[config.mk]
export PLATFORM = sky130hd
export DESIGN_NAME = mem_requester_flat
export DESIGN_NICKNAME = d
export VERILOG_FILES = /design/src/rtl/mem_requester_if.sv /design/src/rtl/mem_requester.sv /design/src/flat_wrapper.sv
export SDC_FILE = /design/constraint.sdc
export NUM_CORES = 1
export LEC_CHECK = 0
export BUFFER_PORTS_ARGS = -buffer_cell sky130_fd_sc_hd__buf_2
export CORE_MARGIN = 1
export CORE_UTILIZATION = 50
export CTS_BUF_LIST = sky130_fd_sc_hd__clkbuf_16
export DETAILED_ROUTE_END_ITERATION = 6
export PLACE_DENSITY = 0.79
export SETUP_SLACK_MARGIN = 0.15
export SKIP_LAST_GASP = 1
export SLEW_MARGIN = 30
export SYNTH_ARGS = -nofsm -noshare
export SYNTH_HDL_FRONTEND = slang
export SYNTH_SLANG_ARGS = --single-unit
[constraint.sdc]
create_clock -name clk -period 2.1 [get_ports clk]
set_input_delay 0.105 -clock clk [delete_from_list [all_inputs] [get_ports clk]]
set_output_delay 0.105 -clock clk [all_outputs]
set_load 0.005 [all_outputs]
[src/rtl/mem_requester_if.sv]
// Core-side request/response and memory-side strobe signals of the memory requester.
// Handshakes: a request is taken on a posedge where reqValid && reqReady; a response is
// consumed on a posedge where respValid && respAccept; memory strobes are one-cycle pulses.
interface mem_requester_if #(parameter int ADDR_W = 16);
  logic              reqValid;
  logic              reqWrite;
  logic [ADDR_W-1:0] reqAddr;
  logic [ADDR_W-1:0] reqData;
  logic              reqReady;
  logic              respValid;
  logic              respAccept;
  logic [ADDR_W-1:0] respData;
  logic              respErr;
  logic              memRead;
  logic [ADDR_W-1:0] memIn;
  logic              memReady;
  logic [ADDR_W-1:0] memOut;
  logic              memWrite;
  logic [ADDR_W-1:0] memWriteAddr;
  logic [ADDR_W-1:0] memWriteData;
  logic [7:0]        loadCount;

  modport master (
    input  reqValid, reqWrite, reqAddr, reqData, respAccept, memReady, memOut,
    output reqReady, respValid, respData, respErr, memRead, memIn,
           memWrite, memWriteAddr, memWriteData, loadCount
  );

  modport slave (
    output reqValid, reqWrite, reqAddr, reqData, respAccept, memReady, memOut,
    input  reqReady, respValid, respData, respErr, memRead, memIn,
           memWrite, memWriteAddr, memWriteData, loadCount
  );
endinterface

[src/rtl/mem_requester.sv]
// Single-outstanding load/store requester: issues one-cycle memory strobes, waits for read
// data with a timeout, and holds the response until the core accepts it.
module mem_requester #(
  parameter int TIMEOUT = 32,
  parameter int ADDR_W  = 16
) (
  input  logic              clk,
  input  logic              rst_n,
  mem_requester_if.master   bus,
  output logic [2:0]        fsm_state
);
  localparam int CNT_W = $clog2(TIMEOUT + 1);

  typedef enum logic [2:0] {
    IDLE     = 3'd0,
    RD_ISSUE = 3'd1,
    RD_WAIT  = 3'd2,
    WR_ISSUE = 3'd3,
    RESP     = 3'd4
  } state_t;

  state_t            state;
  logic [ADDR_W-1:0] data_q;
  logic [CNT_W-1:0]  wait_cnt;

  assign bus.reqReady = (state == IDLE);
  assign fsm_state    = state;

  always_ff @(posedge clk or negedge rst_n) begin
    if (!rst_n) begin
      state            <= IDLE;
      data_q           <= '0;
      wait_cnt         <= '0;
      bus.respValid    <= 1'b0;
      bus.respData     <= '0;
      bus.respErr      <= 1'b0;
      bus.memRead      <= 1'b0;
      bus.memIn        <= '0;
      bus.memWrite     <= 1'b0;
      bus.memWriteAddr <= '0;
      bus.memWriteData <= '0;
      bus.loadCount    <= 8'd0;
    end else begin
      // Strobes and their buses default low so each pulse lasts exactly one cycle.
      bus.memRead      <= 1'b0;
      bus.memIn        <= '0;
      bus.memWrite     <= 1'b0;
      bus.memWriteAddr <= '0;
      bus.memWriteData <= '0;
      case (state)
        IDLE: begin
          if (bus.reqValid) begin
            data_q <= bus.reqData;
            if (bus.reqWrite) begin
              state            <= WR_ISSUE;
              bus.memWrite     <= 1'b1;
              bus.memWriteAddr <= bus.reqAddr;
              bus.memWriteData <= bus.reqData;
            end else begin
              state       <= RD_ISSUE;
              bus.memRead <= 1'b1;
              bus.memIn   <= bus.reqAddr;
            end
          end
        end
        RD_ISSUE: begin
          state    <= RD_WAIT;
          wait_cnt <= '0;
        end
        RD_WAIT: begin
          // Data arriving in the same cycle the count expires still counts as success.
          if (bus.memReady) begin
            state         <= RESP;
            bus.respValid <= 1'b1;
            bus.respData  <= bus.memOut;
            bus.respErr   <= 1'b0;
            if (bus.loadCount != 8'hFF) bus.loadCount <= bus.loadCount + 8'd1;
          end else if (wait_cnt == CNT_W'(TIMEOUT)) begin
            state         <= RESP;
            bus.respValid <= 1'b1;
            bus.respData  <= '1;
            bus.respErr   <= 1'b1;
          end else begin
            wait_cnt <= wait_cnt + 1'b1;
          end
        end
        WR_ISSUE: begin
          state         <= RESP;
          bus.respValid <= 1'b1;
          bus.respData  <= data_q;
          bus.respErr   <= 1'b0;
        end
        RESP: begin
          if (bus.respAccept) begin
            state         <= IDLE;
            bus.respValid <= 1'b0;
            bus.respErr   <= 1'b0;
          end
        end
        default: state <= IDLE;
      endcase
    end
  end
endmodule

[src/flat_wrapper.sv]
// flat-port wrapper written by rule: the top's interface ports become plain ports
module mem_requester_flat 
#(
  parameter int TIMEOUT = 32,
  parameter int ADDR_W  = 16
)
  (clk, rst_n, fsm_state, bus_reqValid, bus_reqWrite, bus_reqAddr, bus_reqData, bus_respAccept, bus_memReady, bus_memOut, bus_reqReady, bus_respValid, bus_respData, bus_respErr, bus_memRead, bus_memIn, bus_memWrite, bus_memWriteAddr, bus_memWriteData, bus_loadCount);
  mem_requester_if #(.ADDR_W(ADDR_W)) bus_i ();
  input  logic clk;
  input  logic rst_n;
  output logic [2:0] fsm_state;
  input wire logic [$bits(bus_i.reqValid)-1:0] bus_reqValid;
  input wire logic [$bits(bus_i.reqWrite)-1:0] bus_reqWrite;
  input wire logic [$bits(bus_i.reqAddr)-1:0] bus_reqAddr;
  input wire logic [$bits(bus_i.reqData)-1:0] bus_reqData;
  input wire logic [$bits(bus_i.respAccept)-1:0] bus_respAccept;
  input wire logic [$bits(bus_i.memReady)-1:0] bus_memReady;
  input wire logic [$bits(bus_i.memOut)-1:0] bus_memOut;
  output wire logic [$bits(bus_i.reqReady)-1:0] bus_reqReady;
  output wire logic [$bits(bus_i.respValid)-1:0] bus_respValid;
  output wire logic [$bits(bus_i.respData)-1:0] bus_respData;
  output wire logic [$bits(bus_i.respErr)-1:0] bus_respErr;
  output wire logic [$bits(bus_i.memRead)-1:0] bus_memRead;
  output wire logic [$bits(bus_i.memIn)-1:0] bus_memIn;
  output wire logic [$bits(bus_i.memWrite)-1:0] bus_memWrite;
  output wire logic [$bits(bus_i.memWriteAddr)-1:0] bus_memWriteAddr;
  output wire logic [$bits(bus_i.memWriteData)-1:0] bus_memWriteData;
  output wire logic [$bits(bus_i.loadCount)-1:0] bus_loadCount;
  assign bus_i.reqValid = bus_reqValid;
  assign bus_i.reqWrite = bus_reqWrite;
  assign bus_i.reqAddr = bus_reqAddr;
  assign bus_i.reqData = bus_reqData;
  assign bus_i.respAccept = bus_respAccept;
  assign bus_i.memReady = bus_memReady;
  assign bus_i.memOut = bus_memOut;
  assign bus_reqReady = bus_i.reqReady;
  assign bus_respValid = bus_i.respValid;
  assign bus_respData = bus_i.respData;
  assign bus_respErr = bus_i.respErr;
  assign bus_memRead = bus_i.memRead;
  assign bus_memIn = bus_i.memIn;
  assign bus_memWrite = bus_i.memWrite;
  assign bus_memWriteAddr = bus_i.memWriteAddr;
  assign bus_memWriteData = bus_i.memWriteData;
  assign bus_loadCount = bus_i.loadCount;
  mem_requester #(.TIMEOUT(TIMEOUT), .ADDR_W(ADDR_W)) u_core (.clk(clk), .rst_n(rst_n), .bus(bus_i), .fsm_state(fsm_state));
endmodule
==> qor.csv <==
stage;metric;value;unit
status;status;finished clean;
logic_synthesis;ys_ff_latch;101;
floorplan;initial_utilization;51.7;%
sta;timing.final.crit_share;82.3;%
route;drt_pass1_iterations;4;
floorplan;fp.dieArea;8360;um^2
logic_synthesis;synthFlopType;dfrtp_1;
logic_synthesis;netlist_top_cells_area;dfrtp_1, and2_1, mux2_1;
setup_path;slowest_delay;0.52;ns
logic_synthesis;async_reset_ff_share;100;%
route;ant_nets;0;
final_layout;final_nets;550;
setup_path;slowest_stage;dfrtp_1;
grt;grt_pass1_wl;15.7;mm
route;wl_per_cell;16.2;um
setup_path;cp_data_required_time;2.37;ns
logic_synthesis;syn_avg_cell_area;12.2;um^2
logic_synthesis;synthDominantCellAreaShare;63.2;%
final_layout;syn_to_final_growth;34.0;%
final_layout;drive_above_1_share;33.5;%
floorplan;core_region_area;7730;um^2
clocking;hold_buffers;29;
setup_path;start_kind;flop;
setup_path;path_buf_inv;1;
grt;grt_usage;24.5;%
sta;grt_setup_unrepaired;false;
placed_design;portBuffers;133;
logic_synthesis;syn-instance-count;327;
route;drcViolationCount;0;
floorplan;rows;32;
final_layout;stdcell_area;5360;um^2
sta;maxSlewViolCount;0;
logic_synthesis;synth_edf_count;0;
clocking;cts_buffers;9;
floorplan;io-pin-count;134;
sta;final.setup_skew;0.00771;ns
setup_path;critical_path_class;reg -> reg;
sta;setup_viol;0;
logic_synthesis;yosys_warnings;0;
route;via_count;3140;
setup_path;path_common_cell;and2_1;
placed_design;dpl.hpwl;6.49;mm
grt;overflow;0;
sta;timing.setup.tns;0;ns
final_layout;diodes;0;
logic_synthesis;synth_cell_types;43;
floorplan;dieWidth;91.4;um
run;cap_violations;0;
clocking;clk_latency;0.33;ns
grt;grt_start_max_net_pins;44;
sta;setup_slack;0.372;ns
floorplan;die_y;91.4;um
placed_design;place_ws;0.370;ns
logic_synthesis;post-synth-top-count-cell;dfrtp_1;
final_layout;utilization;69.3;%
setup_path;cp_top_family;simple AND/OR/NAND/NOR gates;
placed_design;gp_congestion;0.807;
sta;timing.fmax;0.579;GHz
logic_synthesis;synth_commonest_cells;dfrtp_1, and2_1, o21ai_0;
setup_path;crit_fanout;17;
setup_path;path_cells;nor3_2 -> and2_1 -> buf_4 -> and2b_2 -> and2_1;
clocking;clk_pin_slew_worst_paths;0.06;ns
final_layout;nFillCells;584;
clocking;htreeDepth;3;
power_and_ir_drop;ir_drop;0.653;mV
clocking;cts_post_setup_buffers_inserted;0;
clocking;cts_tree;built;
route;routed_via_density;5.23;
setup_path;worstPathArrival;1.99;ns
logic_synthesis;synthesis.area;4000;um^2
grt;antenna_found_initial;0;
clocking;clock-root-buffer;clkbuf_16;
route;drt_iter0_markers;168;
logic_synthesis;yosysTopAreaCell;dfrtp_1;
logic_synthesis;syn_nets;384;
route;wl;9.70;mm
clocking;clock-sinks;101;
setup_path;endpoint_kind;flop;
min_path;min_path_type;in -> reg;
sta;worst_pin_slew;0.411;ns
grt;grt_pass1_vias;3218;
power_and_ir_drop;power_density;1160;nW/um^2
clocking;clk_path_buf_depth;2;
sta;post-route-min-period;1.73;ns
sta;hold_viol_final;0;
sta;relSlewSlack;72.6;%
placed_design;placed_area;4800;um^2
power_and_ir_drop;p_leak;2.72;nW
clocking;post_cts_resized;0;
logic_synthesis;yosysSeqAreaShare;63.2;%
[placed cells by master (no fill, tap or decap), drive strengths merged, types with 2 or more instances in the layout]
master and count:
o311ai 2, buf 144, mux2 18, and3 4, xnor2 5, dlygate4sd3 29
a31oi 2, nand2 13, clkinv 4, nand4 3, a21oi 2, nor2 3
nand4b 2, ha 3, nand3b 17, o21ai 57, and2 49, nand2b 2
nor3 5, nand3 4, dfrtp 101, o21a 2, inv 5, or2 2
clkbuf 9
[worst register-to-register path, cell delays in order (launching register included)]
cell,delay [ns]
dfrtp_1,0.52
nor3_2,0.23
and2_1,0.18
buf_4,0.22
and2b_2,0.34
and2_1,0.19
[final timing paths]
kind,start,end,slack (ns),cells after the start
max in group asynchronous,rst_n,u_core.bus.memWriteAddr[1],1.14,3
setup reg to reg,u_core.fsm_state[0],u_core.bus.memIn[9],0.37,5
min in group asynchronous,rst_n,u_core.bus.memWriteData[7],0.23,2
hold / removal,bus_reqData[6],u_core.data_q[6],0.01,2
hold reg to reg,u_core.bus.respValid,u_core.bus.respValid,0.47,2
setup / recovery,u_core.fsm_state[0],u_core.bus.memIn[9],0.37,5
[stage by stage]
step | instances | power [mW] | hold WS (ns)
CTS | 600 | 6.25 | 0.000505
global route | 600 | 6.61 | 0.00156
finish | 600 | 6.21 | 0.0103
global placement | 555 | 4.61 | 0.0433
floorplan | 327 | 3.88 | -0.191
detailed placement | 555 | 4.72 | 0.0506
[metal layers]
metal / vias up / GRT usage [%] / share of wire [%]
li1: 1459 / - / -
met1: 1557 / 31.2 / 41
met2: 108 / 40.2 / 51
met3: 16 / 5.78 / 5.9
met4: 0 / 10.2 / 1.9
met5: - / 0 / 0
[registers in the layout, indices dropped and copies added, names as in the netlist]
name and cells:
u_core.bus.loadCount 8, u_core.bus.memIn 16, u_core.bus.memRead 1, u_core.bus.memWrite 1
u_core.bus.memWriteAddr 16, u_core.bus.memWriteData 16, u_core.bus.respData 16, u_core.bus.respErr 1
u_core.bus.respValid 1, u_core.data_q 16, u_core.fsm_state 3, u_core.wait_cnt 6
[cell type report]
cell class | instances | area (um^2) | share of cell area (%)
Sequential cell | 101 | 2530 | 47.2
Multi-Input combinational cell | 205 | 1370 | 25.6
Timing Repair Buffer | 173 | 1050 | 19.7
Clock buffer | 9 | 225 | 4.20
Tap cell | 102 | 128 | 2.38
Clock inverter | 7 | 42.5 | 0.794
Inverter | 3 | 11.3 | 0.210
[cell families (layout without fill, tap and decap cells)]
logic type,count (synthesis),in the layout,share of synthesized area [%]
flops,101,101,63.2
buf+inv,21,192,2.53
xor+xnor,6,6,1.31
simple gates,107,107,16.6
compound gates,71,71,10.3
fa+ha+maj,3,3,0.939
mux,18,18,5.07
[power breakdown]
group | switching (mW) | internal [mW]
clock network | 0.697 | 0.797
registers | 0.337 | 2.49
logic | 1.01 | 0.877
total | 2.04 | 4.16
No activity file was read; power rests on OpenSTA's default activity.
